[src/rtl/scan_pattern_engine.sv]
// Tester-side scan engine: streams per-cycle stimulus into five scan chains,
// pulses capture between patterns and counts masked mismatches on the unload.
module scan_pattern_engine #(
  parameter int CHAIN_LEN = 16,
  parameter int CNT_W     = 16
) (
  input  logic             clk,
  input  logic             reset,
  input  logic             start,
  input  logic [CNT_W-1:0] num_patterns,
  input  logic             pat_valid,
  output logic             pat_ready,
  input  logic [4:0]       pat_data,
  input  logic [4:0]       pat_exp,
  input  logic [4:0]       pat_mask,
  output logic             scan_in0,
  output logic             scan_in1,
  output logic             scan_in2,
  output logic             scan_in3,
  output logic             scan_in4,
  output logic             scan_enable,
  output logic             test_mode,
  input  logic             scan_out0,
  input  logic             scan_out1,
  input  logic             scan_out2,
  input  logic             scan_out3,
  input  logic             scan_out4,
  output logic             busy,
  output logic             done,
  output logic             fail,
  output logic             underrun,
  output logic [CNT_W-1:0] mismatch_cnt,
  output logic [CNT_W-1:0] pattern_idx
);

  localparam int BIT_W = $clog2(CHAIN_LEN);
  localparam logic [BIT_W-1:0] LAST_BIT = BIT_W'(CHAIN_LEN - 1);
  localparam logic [CNT_W-1:0] CNT_MAX  = {CNT_W{1'b1}};

  typedef enum logic [1:0] {
    IDLE    = 2'd0,
    SHIFT   = 2'd1,
    CAPTURE = 2'd2,
    DONE    = 2'd3
  } state_t;

  function automatic logic [2:0] popcount5(input logic [4:0] v);
    logic [2:0] c;
    c = 3'd0;
    for (int i = 0; i < 5; i++) begin
      c = c + {2'b00, v[i]};
    end
    return c;
  endfunction

  state_t           state_q, state_d;
  logic [CNT_W-1:0] num_q, num_d;
  logic [CNT_W-1:0] idx_q, idx_d;
  logic [CNT_W-1:0] mis_q, mis_d;
  logic [BIT_W-1:0] bit_q, bit_d;
  logic             unload_q, unload_d;
  logic [4:0]       exp_q, exp_d;
  logic [4:0]       mask_q, mask_d;
  logic             cmp_vld_q, cmp_vld_d;
  logic [4:0]       scan_in_q, scan_in_d;
  logic             scan_en_q, scan_en_d;
  logic             test_mode_q, test_mode_d;
  logic             busy_q, busy_d;
  logic             done_q, done_d;
  logic             fail_q, fail_d;
  logic             underrun_q, underrun_d;
  logic             pat_ready_q, pat_ready_d;

  logic [4:0]       scan_out_s;
  logic [4:0]       diff_s;
  logic [CNT_W:0]   sum_s;

  assign scan_out_s = {scan_out4, scan_out3, scan_out2, scan_out1, scan_out0};
  assign diff_s     = (scan_out_s ^ exp_q) & mask_q;
  assign sum_s      = {1'b0, mis_q} + (CNT_W+1)'(popcount5(diff_s));

  // Next-state, counters, compare stage and next values of all registered outputs.
  always_comb begin
    state_d    = state_q;
    num_d      = num_q;
    idx_d      = idx_q;
    mis_d      = mis_q;
    bit_d      = bit_q;
    unload_d   = unload_q;
    exp_d      = exp_q;
    mask_d     = mask_q;
    cmp_vld_d  = 1'b0;
    scan_in_d  = 5'b00000;
    scan_en_d  = 1'b0;
    fail_d     = fail_q;
    underrun_d = underrun_q;

    // The word accepted last cycle is being shifted now; its unload bit is checked at this edge.
    if (cmp_vld_q) begin
      mis_d = sum_s[CNT_W] ? CNT_MAX : sum_s[CNT_W-1:0];
      if (diff_s != 5'b00000) begin
        fail_d = 1'b1;
      end else begin
        fail_d = fail_q;
      end
    end else begin
      mis_d = mis_q;
    end

    case (state_q)
      IDLE: begin
        if (start) begin
          num_d      = num_patterns;
          idx_d      = {CNT_W{1'b0}};
          mis_d      = {CNT_W{1'b0}};
          bit_d      = {BIT_W{1'b0}};
          unload_d   = 1'b0;
          fail_d     = 1'b0;
          underrun_d = 1'b0;
          state_d    = (num_patterns != {CNT_W{1'b0}}) ? SHIFT : DONE;
        end else begin
          state_d = IDLE;
        end
      end
      SHIFT: begin
        if (pat_valid) begin
          scan_in_d = unload_q ? 5'b00000 : pat_data;
          scan_en_d = 1'b1;
          exp_d     = pat_exp;
          mask_d    = pat_mask;
          cmp_vld_d = unload_q || (idx_q != {CNT_W{1'b0}});
          if (bit_q == LAST_BIT) begin
            bit_d   = {BIT_W{1'b0}};
            state_d = CAPTURE;
          end else begin
            bit_d   = bit_q + BIT_W'(1);
            state_d = SHIFT;
          end
        end else begin
          underrun_d = 1'b1;
          fail_d     = 1'b1;
          state_d    = DONE;
        end
      end
      CAPTURE: begin
        // No word is taken here, so scan_enable is low for the following (capture) edge.
        if (unload_q) begin
          state_d = DONE;
        end else begin
          idx_d    = idx_q + CNT_W'(1);
          unload_d = (idx_q == (num_q - CNT_W'(1)));
          state_d  = SHIFT;
        end
      end
      DONE: begin
        state_d = IDLE;
      end
      default: begin
        state_d = IDLE;
      end
    endcase

    pat_ready_d = (state_d == SHIFT);
    busy_d      = (state_d == SHIFT) || (state_d == CAPTURE);
    test_mode_d = busy_d;
    done_d      = (state_d == DONE);
  end

  // State and output registers with synchronous reset.
  always_ff @(posedge clk) begin
    if (reset) begin
      state_q     <= IDLE;
      num_q       <= {CNT_W{1'b0}};
      idx_q       <= {CNT_W{1'b0}};
      mis_q       <= {CNT_W{1'b0}};
      bit_q       <= {BIT_W{1'b0}};
      unload_q    <= 1'b0;
      exp_q       <= 5'b00000;
      mask_q      <= 5'b00000;
      cmp_vld_q   <= 1'b0;
      scan_in_q   <= 5'b00000;
      scan_en_q   <= 1'b0;
      test_mode_q <= 1'b0;
      busy_q      <= 1'b0;
      done_q      <= 1'b0;
      fail_q      <= 1'b0;
      underrun_q  <= 1'b0;
      pat_ready_q <= 1'b0;
    end else begin
      state_q     <= state_d;
      num_q       <= num_d;
      idx_q       <= idx_d;
      mis_q       <= mis_d;
      bit_q       <= bit_d;
      unload_q    <= unload_d;
      exp_q       <= exp_d;
      mask_q      <= mask_d;
      cmp_vld_q   <= cmp_vld_d;
      scan_in_q   <= scan_in_d;
      scan_en_q   <= scan_en_d;
      test_mode_q <= test_mode_d;
      busy_q      <= busy_d;
      done_q      <= done_d;
      fail_q      <= fail_d;
      underrun_q  <= underrun_d;
      pat_ready_q <= pat_ready_d;
    end
  end

  assign pat_ready    = pat_ready_q;
  assign scan_in0     = scan_in_q[0];
  assign scan_in1     = scan_in_q[1];
  assign scan_in2     = scan_in_q[2];
  assign scan_in3     = scan_in_q[3];
  assign scan_in4     = scan_in_q[4];
  assign scan_enable  = scan_en_q;
  assign test_mode    = test_mode_q;
  assign busy         = busy_q;
  assign done         = done_q;
  assign fail         = fail_q;
  assign underrun     = underrun_q;
  assign mismatch_cnt = mis_q;
  assign pattern_idx  = idx_q;

endmodule

[config.mk]
export PLATFORM = sky130hd
export DESIGN_NAME = scan_pattern_engine
export DESIGN_NICKNAME = d
export VERILOG_FILES = /design/src/rtl/scan_pattern_engine.sv
export SDC_FILE = /design/constraint.sdc
export NUM_CORES = 1
export LEC_CHECK = 0
export BUFFER_PORTS_ARGS = -buffer_cell sky130_fd_sc_hd__buf_2
export CAP_MARGIN = 20
export CORE_MARGIN = 4
export CORE_UTILIZATION = 25
export CTS_BUF_LIST = sky130_fd_sc_hd__clkbuf_4 sky130_fd_sc_hd__clkbuf_8
export DETAILED_ROUTE_END_ITERATION = 6
export HOLD_SLACK_MARGIN = 0.06
export MAX_ROUTING_LAYER = met4
export PLACE_DENSITY = 0.48
export SLEW_MARGIN = 20
export SYNTH_ARGS = -nofsm -noshare
export SYNTH_HDL_FRONTEND = slang
export SYNTH_SLANG_ARGS = --single-unit
[constraint.sdc]
create_clock -name clk -period 3.75 [get_ports clk]
set_input_delay 0.1875 -clock clk [delete_from_list [all_inputs] [get_ports clk]]
set_output_delay 0.1875 -clock clk [all_outputs]
set_load 0.02 [all_outputs]
# ---- Yosys cells after proc, flatten, opt, wreduce, memory -nomap -nowiden
# Index checks and enable logic that the tools add are counted.
dict set report word_totals {
  regBits 77
  in_bits 40
  out_inout_bits 44
  word_cells 85
}
dict set report op_classes {
  add_sub_neg 8
  n_eq_ne 12
  muxes 28
  bitwise 4
  reduce_logical 17
}
# operator n
set ops {}
lappend ops {{$mux 16} 6}
lappend ops {{$pmux 16 s2} 1}
lappend ops {{$reduce_bool 16->1} 2}
lappend ops {{$add 16x3->17} 1}
lappend ops {{$add 16x1->16 const B} 1}
lappend ops {{$eq 16x16->1} 1}
lappend ops {{$sub 16x1->16 const B} 1}
lappend ops {{$mux 4} 3}
lappend ops {{$mux 2} 5}
lappend ops {{$reduce_and 3->1} 3}
lappend ops {{$eq 2x2->1 const B} 4}
lappend ops {{$mux 1} 8}
lappend ops {{$ne 2x2->1 const B} 4}
lappend ops {{$pmux 2 s4} 1}
lappend ops {{$pmux 4 s2} 1}
lappend ops {{$add 3x1->3} 2}
lappend ops {{$pmux 1 s2} 3}
lappend ops {{$reduce_and 2->1} 3}
lappend ops {{$and 5x5->5} 1}
lappend ops {{$reduce_bool 5->1} 1}
lappend ops {{$xor 5x5->5} 1}
lappend ops {{$add 4x1->4 const B} 1}
lappend ops {{$eq 2x1->1 const B} 2}
lappend ops {{$eq 4x4->1 const B} 1}
lappend ops {{9 further kinds} 12}

# ---- Depth between registers and ports, before layout
# Gate-level depths: netlist of the first run.
dict set report depth {
  ltp_word 11
  mapped_depth 12
  ltp_nobuf 12
}

# ---- Worst setup path after synthesis of the first run
# No wires, ideal clock.
dict set report synth_path {
  path_type {reg2reg}
  start {register exp_q[0]}
  end {register mis_q[12] (netlist: mismatch_cnt[12])}
  setup_ns 0.132
  arrival_time_ns 3.042
  required_time_ns 3.618
  path_slack_ns 0.576
  path_stages_with_launch 13
  path_buffers 0
  synth_period_minus_slack_ns 3.174
  path_cell_list {dfxtp_1 > xor2_1 > and2_1 > fa_1 > fa_1 > ha_1 > fa_1 > a21oi_1 > nor3b_1 > and3_1 > and3_1 > xnor2_1 > a21oi_1}
}
dict set report synth_via {
  elab_chain_len 11
}
# item line_no
set synth_rtl {}
lappend synth_rtl {{start, declared} 62} ;# logic [4:0] exp_q, exp_d;
lappend synth_rtl {{start signal, assigned} 196} ;# exp_q <= exp_d;
lappend synth_rtl {{$xor 5x5->5 *} 79} ;# assign diff_s = (scan_out_s ^ exp_q) & mask_q;
lappend synth_rtl {{$and 5x5->5 *} 79}
lappend synth_rtl {{$add 1x1->2 *} 51} ;# c = c + {2'b00, v[i]};
lappend synth_rtl {{$add 2x1->3 *} 51}
lappend synth_rtl {{$add 3x1->3 * (2 in a row)} 51}
lappend synth_rtl {{$add 16x3->17 *} 80} ;# assign sum_s = {1'b0, mis_q} + (CNT_W+1)'(popcount5(diff_s));
lappend synth_rtl {{$mux 16 *} 100} ;# mis_d = sum_s[CNT_W] ? CNT_MAX : sum_s[CNT_W-1:0];
lappend synth_rtl {{$mux 16 *} 99} ;# if (cmp_vld_q) begin
lappend synth_rtl {{$mux 16} 112} ;# if (start) begin
lappend synth_rtl {{$mux 16 *} 110} ;# case (state_q)
lappend synth_rtl {{end signal, assigned} 175} ;# mis_q <= {CNT_W{1'b0}};
lappend synth_rtl {{end signal, assigned} 193} ;# mis_q <= mis_d;
lappend synth_rtl {{end, declared} 59} ;# logic [CNT_W-1:0] mis_q, mis_d;
# Mark *: on every way between the ends. The rest lies on a longest branch, timed or not.
# A chain may end at the register's enable or synchronous reset.

# ---- Worst setup path in the final report of the first run
# Ends and elaborated chain as after synthesis.

==> results of run 1 <==
[kinds of logic (layout without fill, tap and decap cells)]
logic type / count (synthesis) / after routing
AOI/OAI and AO/OA: 92 / 92
xor gates and xnor gates: 45 / 45
adders and majority gates: 13 / 13
buffers and inverters: 35 / 134
DFF: 77 / 77
muxes: 5 / 5
and+or+nand+nor: 213 / 213
[power groups by stage]
stage / sequential, mW / clock [mW] / combinational, mW
after floorplan: 0.888 / 0 / 0.173
after detailed placement: 0.889 / 0 / 0.251
after CTS: 0.870 / 0.637 / 0.267
after global routing: 0.875 / 0.670 / 0.298
final: 0.870 / 0.615 / 0.263
after global placement: 0.888 / 0 / 0.247
[layer usage]
layer | track usage [%] | vias up | wire (um)
met1 | 16.9 | 1676 | 5370
met5 | - | - | 0
li1 | - | 1850 | -
met2 | 19.9 | 70 | 4800
met4 | 5.31 | 0 | 192
met3 | 2.27 | 12 | 426
[path summary, 6_finish.rpt]
check / endpoint / depth (start not counted)
worst min register to register: mask_q[1] / 2
worst min-delay path: num_q[5] / 3
worst max register to register: mismatch_cnt[12] / 12
worst max-delay path: mismatch_cnt[12] / 12
[sequential cells by signal, indices dropped and copies added, names as in the netlist, 2 cells and up]
name	cells
mismatch_cnt	16
num_q	16
pattern_idx	16
exp_q	5
mask_q	5
scan_in_q	5
bit_q	4
state_q	2
[layout by cell type (no fill, tap or decap), types with 9 or more instances in the layout]
| cell type | netlist | final |
|---|---|---|
| buf_2 | 1 | 83 |
| dfxtp_1 | 77 | 77 |
| nand2_1 | 72 | 72 |
| a21oi_1 | 50 | 50 |
| nor2_1 | 37 | 37 |
| xnor2_1 | 27 | 27 |
| nand3_1 | 20 | 20 |
| dlygate4sd3_1 | 0 | 19 |
| xor2_1 | 18 | 18 |
| o21ai_0 | 13 | 13 |
| inv_1 | 12 | 12 |
| and2_1 | 12 | 12 |
| nor3_1 | 11 | 11 |
| clkbuf_8 | 0 | 11 |
| or3_1 | 10 | 10 |
| ha_1 | 10 | 10 |
| nor4_1 | 9 | 9 |
[through the flow]
| step | util [%] | std cells | hold slack [ps] | instance area [um^2] |
|---|---|---|---|---|
| 5_1_grt | 32.2 | 790 | 72.5 | 4910 |
| 4_1_cts | 32.2 | 790 | 60.9 | 4910 |
| 3_3_place_gp | 29.7 | 755 | 387 | 4530 |
| 3_5_place_dp | 29.7 | 755 | 390 | 4530 |
| 2_1_floorplan | - | 480 | 309 | 3910 |
| 6_report | 32.2 | 790 | 76.6 | 4910 |
[worst max-delay path, stage by stage, from the launching register on]
cell	delay [ps]
dfxtp_1	330
xor2_1	150
and2_1	180
fa_1	490
fa_1	490
ha_1	240
fa_1	420
a21oi_1	230
nor3b_2	110
and3_1	210
and3_1	190
xnor2_1	130
a21oi_1	80
[Yosys cell counts, types with 2 or more instances]
master	n
nand2b_1	5
a32oi_1	2
ha_1	10
or3_1	10
and2_1	12
nor3_1	11
a211o_1	2
inv_1	12
o21ai_0	13
mux2i_1	5
a22oi_1	5
nor2b_1	6
and3_1	7
nor4_1	9
clkbuf_1	19
or2_2	2
xnor2_1	27
fa_1	3
nor2_1	37
a21o_1	3
xor2_1	18
o211ai_1	4
nand3_1	20
nand2_1	72
or4_4	2
buf_1	2
dfxtp_1	77
or4_1	5
nor4b_1	2
nand4_1	7
a21oi_1	50
o31ai_1	2
[timing repair]
| item | 4_1_cts | 5_1_grt |
|---|---|---|
| resized for setup | 0 | 1 |
| hold buffers | 19 | 0 |
| setup endpoints to repair | 0 | 2 |
| hold endpoints to repair | 19 | 0 |
[area by class of cell]
cell class,count,area (um^2),share of cell area (%)
clock buffers,15,181,3.69
repair buffers,106,636,12.9
multi-input cells,368,2240,45.6
clock inverters,1,5.00,0.102
well taps,211,264,5.37
flip-flops and latches,77,1540,31.4
inverters,12,45.0,0.916
==> results.cfg, run 1 <==
[pwr]
p_clk_share_pct = 35.2
p_int_mw = 1.27
peakVddDrop_mv = 0.128
swShare_pct = 27.7
power.total_mw = 1.75
power_switching_mw = 0.484
seqPwrFrac_pct = 49.8
power_density_nw_per_um2 = 356
combPwrFrac_pct = 15.1
leakage_nw = 1.98

[yosys]
synth-simple-area-share_pct = 27.0
synth.area.top_cells = dfxtp_1, nand2_1, a21oi_1, xnor2_1, xor2_1
synth.cell_area_um2 = 3910
synth-adder-area-share_pct = 4.73
ys_async_sr_fraction_pct = 0
yosys.cell_types.count = 51
synth_edf_count = 0
synth_compound_area_share_pct = 14.0
synth_xor_area_share_pct = 10.1
syn_nets = 533
seq_area_frac_synth_pct = 39.4
synth_top_flop_cell = dfxtp_1
synth_area_leader_cell = dfxtp_1
ys_seq_elements = 77
yosys_warnings = 0
syn_inst = 480
avgSynthCellArea_um2 = 8.15
synth.area.mux_share_pct = 1.28
synth_top_family_by_area = simple AND/OR/NAND/NOR gates
yosysTopAreaCellShare_pct = 39.4

[clocking]
cts_sinks = 77
path_clk_slew_ps = 80
cts-root-buf = clkbuf_8
clock_path_buffers = 2
insertion_delay_ps = 370
postCtsSetupBuffers = 0
htree_levels = 3
numCtsBuffers = 9
tritoncts = yes

[placement]
pre_cts_ws_ps = 283
dp_hpwl_um = 7980
place_congestion = 0.817
numPortBuffers = 83

[detailed_routing]
wire_per_inst_um = 13.7
viasPerCell = 4.57
dr.pass1.iters = 4
vias = 3608
ant_nets = 0
first_iter_violations = 179
drc_errors = 0
drt_wl_total_um = 10800

[floorplan]
rows = 45
die_area_um2 = 17700
die_y_um = 133
num_io_pins = 84
initial_utilization_pct = 25.6
coreArea_um2 = 15300
die_w_um = 133

[final_layout]
num-fill-cells = 1646
areaGrowthSynthToFinish_pct = 25.6
nets = 627
diodes = 0
layout-drive-gt1-share_pct = 19.3

[timing]
setup_slack_ps = 380
worst_slew_pin_slew_ps = 817
hold_viol = 0
finClkSkew_ps = 12.3
tns_ps = 0
setup_viol = 0
rsz0062_at_grt = no
drv_slew = 0
relSlewSlack_pct = 45.5
max_freq_mhz = 297
post-route-period-util_pct = 89.9
finalCriticalPeriod_ps = 3370

[grt]
grt_max_degree = 45
grt_antenna_before_repair = 0
grt_first_pass_wirelength_um = 17900
grt_pass1_vias = 3579
grt-ovfl-total = 0
grt_use_total_pct = 12.9

[setup_path]
crit_start = exp_q[0]
critical_path_class = flip-flop to flip-flop
required_ps = 3970
rrSetupSlack_ps = 380
crit_path_end_kind = flip-flop
cp-start-kind = flip-flop
arrival_ps = 3590
r2r-start = exp_q[0]
cp_max_fo = 5

[job]
maxCapViolations = 0

[min_path]
hold_path.class = input pin to flip-flop
hp-start = num_patterns[5]

[run_status]
status = complete, no violations
No activity file was read; power rests on OpenSTA's default activity.
==> run 2, diff against run 1 <==
--- a/config.mk
+++ b/config.mk
@@ -7,7 +7,6 @@
 export LEC_CHECK = 0
 export BUFFER_PORTS_ARGS = -buffer_cell sky130_fd_sc_hd__buf_2
 export CAP_MARGIN = 20
-export CORE_MARGIN = 4
 export CORE_UTILIZATION = 25
 export CTS_BUF_LIST = sky130_fd_sc_hd__clkbuf_4 sky130_fd_sc_hd__clkbuf_8
 export DETAILED_ROUTE_END_ITERATION = 6
==> run 2 against run 1 <==
  * Global-route usage is 1.4 points higher
  * Core utilization is 1.3 points higher
  * Largest cell class unchanged
  * Largest power group unchanged
  * Sequential share of layout area is 1.2 points lower
==> results.cfg, run 2 (same netlist as run 1, synthesis figures left out) <==
[floorplan]
die_area_um2 = 16200
initial_utilization_pct = 25.6
num_io_pins = 84
die_y_um = 127
coreArea_um2 = 15300
rows = 45
die_w_um = 127

[grt]
grt_use_total_pct = 14.3
grt_first_pass_wirelength_um = 17400
grt_antenna_before_repair = 0
grt-ovfl-total = 0
grt_pass1_vias = 3593
grt_max_degree = 45

[detailed_routing]
dr.pass1.iters = 4
drc_errors = 0
viasPerCell = 4.62
ant_nets = 0
wire_per_inst_um = 13.3
vias = 3709
first_iter_violations = 177
drt_wl_total_um = 10700

[setup_path]
r2r_cells = 12
worstSetupEndpoint = mismatch_cnt[14]
required_ps = 3980
r2r-start = exp_q[0]
cp_max_fo = 5
r2r-end = mismatch_cnt[14]
arrival_ps = 3620
rrSetupSlack_ps = 360
crit_start = exp_q[0]
critical_path_class = flip-flop to flip-flop
crit_path_end_kind = flip-flop
cp-start-kind = flip-flop

[placement]
dp_hpwl_um = 7770
place_congestion = 0.826
numPortBuffers = 83

[timing]
relSlewSlack_pct = 45.8
hold-worst-slack_ps = 192
finClkSkew_ps = 11.8
rsz0062_at_grt = no
setup_viol = 0
worst_slew_pin_slew_ps = 813
max_freq_mhz = 295
tns_ps = 0
drv_slew = 0
hold_viol = 0
finalCriticalPeriod_ps = 3390
post-route-period-util_pct = 90.4

[pwr]
leakage_nw = 2.07
power_density_nw_per_um2 = 390
peakVddDrop_mv = 0.184
power.total_mw = 2.00

[clocking]
postCtsSetupBuffers = 0
clock_path_buffers = 2
tritoncts = yes
cts_sinks = 77
numCtsBuffers = 9
insertion_delay_ps = 380
path_clk_slew_ps = 80
cts-root-buf = clkbuf_8
htree_levels = 3

[final_layout]
final_common_cell = buf_2
areaGrowthSynthToFinish_pct = 30.7
final_cell_mix = buf_2, dfxtp_1, nand2_1
layout-drive-gt1-share_pct = 19.0
num-fill-cells = 1619
nets = 639
diodes = 0

[run_status]
status = complete, no violations

[min_path]
hold_path.class = input pin to flip-flop

[job]
maxCapViolations = 0
[run 2: changes by cell type in the layout (fill, tap and decap cells not counted), sizes merged]
cell / delta
dlygate4sd3: +12
clkinv: -1
bufinv: +4
clkbuf: -3
[run 2: timing repair]
action | CTS | global route
hold buffers | 30 | 1
gates resized for setup | 0 | 1
endpoints found under the hold margin | 30 | 1
endpoints found under the setup margin | 0 | 1
[run 2: how the worst min path moves through the flow]
stage / slack (ps) / endpoint / start / depth (start not counted)
after floorplan: 310 / scan_in_q[0] / pat_data[0] / 1
after global placement: 390 / scan_in_q[2] / pat_data[2] / 2
after detailed placement: 390 / scan_in_q[1] / pat_data[1] / 2
after CTS: 70 / num_q[4] / num_patterns[4] / 3
after global routing: 230 / underrun / pat_valid / 4
final: 190 / underrun / pat_valid / 4
[run 2: layout make-up]
class | instances | area, um^2 | share of cell area [%]
clock buffers | 12 | 146 | 2.86
clock inverters | 4 | 120 | 2.35
inverters | 12 | 45.0 | 0.881
multi-input cells | 368 | 2240 | 43.8
flip-flops and latches | 77 | 1540 | 30.1
well taps | 211 | 264 | 5.16
repair buffers | 118 | 756 | 14.8
[run 2: critical path, cell delays in order (launching register included)]
cell	delay [ps]
dfxtp_1	330
xor2_1	160
and2_1	180
fa_1	490
fa_1	490
ha_1	240
fa_1	420
a21oi_1	240
nor3b_2	110
and3_1	200
and3_1	180
xnor2_1	130
a21oi_1	90
[run 2: power breakdown]
group | total (mW) | internal (mW) | switching (mW) | leakage (nW)
Sequential | 0.870 | 0.843 | 0.0271 | 0.625
Combinational | 0.276 | 0.125 | 0.151 | 1.31
Clock | 0.851 | 0.532 | 0.319 | 0.135
[run 2: per-stage QoR]
stage,cell area (um^2),setup slack (ps),util [%],std cells
floorplan,3910,576,-,480
global placement,4530,324,29.7,755
detailed placement,4530,243,29.7,755
CTS,5100,206,33.4,801
global route,5110,195,33.5,802
finish,5110,362,33.5,802
[run 2: routing by layer]
metal	global-route usage, %	vias up	wire, um
li1	-	1877	-
met1	17.6	1722	5200
met2	21.7	91	4760
met3	2.72	19	426
met4	8.47	0	305
met5	-	-	0
==> run 3, diff against run 2 <==
--- a/config.mk
+++ b/config.mk
@@ -13,6 +13,7 @@
 export HOLD_SLACK_MARGIN = 0.06
 export MAX_ROUTING_LAYER = met4
 export PLACE_DENSITY = 0.48
+export RECOVER_POWER = 25
 export SLEW_MARGIN = 20
 export SYNTH_ARGS = -nofsm -noshare
 export SYNTH_HDL_FRONTEND = slang
==> run 3 against run 2 <==
  * Non-clock buffer count is the same
  * Clock skew increased by 0.98 ps
  * Flip-flop and latch count unchanged
  * Worst hold slack lost 1.1 ps
  * Largest power group unchanged
==> results.cfg, run 3 (same netlist as run 1, synthesis figures left out) <==
[run_status]
status = complete, no violations

[floorplan]
die_y_um = 127
coreArea_um2 = 15300
rows = 45
die_area_um2 = 16200
initial_utilization_pct = 25.6
die_w_um = 127
num_io_pins = 84

[clocking]
clock_path_buffers = 2
numCtsBuffers = 9
cts-root-buf = clkbuf_8
path_clk_slew_ps = 80
htree_levels = 3
cts_sinks = 77
insertion_delay_ps = 380
postCtsSetupBuffers = 0
tritoncts = yes

[setup_path]
critical_path_class = flip-flop to flip-flop
cp_max_fo = 5
cp-start-kind = flip-flop
crit_path_end_kind = flip-flop
required_ps = 3980
arrival_ps = 3620

[detailed_routing]
viasPerCell = 4.64
drc_errors = 0
vias = 3719
drt_wl_total_um = 10700
wire_per_inst_um = 13.3
ant_nets = 0
first_iter_violations = 180
dr.pass1.iters = 4

[placement]
postPlaceCellArea_um2 = 4530
dp_hpwl_um = 7770
place_congestion = 0.826
numPortBuffers = 83

[timing]
finClkSkew_ps = 12.8
max_freq_mhz = 295
relSlewSlack_pct = 46.1
rsz0062_at_grt = no
post-route-period-util_pct = 90.3
tns_ps = 0
drv_slew = 0
finalCriticalPeriod_ps = 3390
hold-worst-slack_ps = 191
hold_viol = 0
setup_viol = 0
worst_slew_pin_slew_ps = 808

[final_layout]
layout-drive-gt1-share_pct = 13.9
final_cell_mix = dfxtp_1, nand2_1, buf_2
diodes = 0
nets = 639
areaGrowthSynthToFinish_pct = 29.8
final_core_util_pct = 33.3
fin_area_um2 = 5080
final_common_cell = dfxtp_1

[pwr]
combPwrFrac_pct = 13.7
p_int_mw = 1.50
peakVddDrop_mv = 0.185
p_clk_share_pct = 42.7
power_switching_mw = 0.498
leakage_nw = 1.94
power_density_nw_per_um2 = 393
swShare_pct = 24.9
seqPwrFrac_pct = 43.6
power.total_mw = 2.00

[grt]
grt_max_degree = 45
grt_first_pass_wirelength_um = 17400
grt-ovfl-total = 0
grt_use_total_pct = 14.3
grt_pass1_vias = 3593
grt_antenna_before_repair = 0

[job]
maxCapViolations = 0

[min_path]
hold_path.class = input pin to flip-flop
## run 3: cell types whose count changed in the layout (fill, tap and decap cells not counted), sizes merged
cell	before	now
buf	87	57
clkbuf	12	42
## run 3: layout make-up
class                   instances  area, um^2
inverters                      12        45.0
well taps                     211         264
fillers                      1634       10200
multi-input cells             368        2240
clock inverters                 4         120
flip-flops and latches         77        1540
clock buffers                  12         146
repair buffers                118         718
## run 3: final timing paths
| check | from | to | slack (ps) | cells past startpoint |
|---|---|---|---|---|
| setup reg to reg | exp_q[0] | mismatch_cnt[14] | 360 | 12 |
| hold / removal | pat_valid | underrun | 190 | 4 |
| hold reg to reg | mask_q[1] | mask_q[1] | 450 | 2 |
| setup / recovery | exp_q[0] | mismatch_cnt[14] | 360 | 12 |
## run 3: what timing repair did
item / CTS / global route
resized for setup: 0 / 1
hold buffers: 30 / 1
endpoints found under the setup margin: 0 / 1
hold endpoints to repair: 30 / 1
## run 3: through the flow
step / cells / setup WS, ps
after CTS: 801 / 206
after global routing: 802 / 195
after detailed placement: 755 / 243
final: 802 / 364
after floorplan: 480 / 576
after global placement: 755 / 324
## run 3: worst max-delay path: stages (launching register included)
cell,delay [ps]
dfxtp_1,330
xor2_1,150
and2_1,180
fa_1,490
fa_1,490
ha_1,240
fa_1,420
a21oi_1,240
nor3b_2,110
and3_1,200
and3_1,180
xnor2_1,130
a21oi_1,90
## run 3: routing by layer
layer  up-vias  global-route usage [%]  part of all wire, %
li1       1878                       -                    -
met1      1721                    17.6                   49
met2       101                    21.7                   44
met3        19                    2.72                  4.3
met4         0                    8.47                  2.9
met5         -                       -                    0
## run 3: power by group through the flow
stage / Sequential (mW) / Combinational [mW] / Clock [mW]
after floorplan: 0.888 / 0.173 / 0
after global placement: 0.888 / 0.247 / 0
after detailed placement: 0.889 / 0.252 / 0
after CTS: 0.870 / 0.277 / 0.877
after global routing: 0.876 / 0.305 / 0.917
final: 0.870 / 0.274 / 0.852
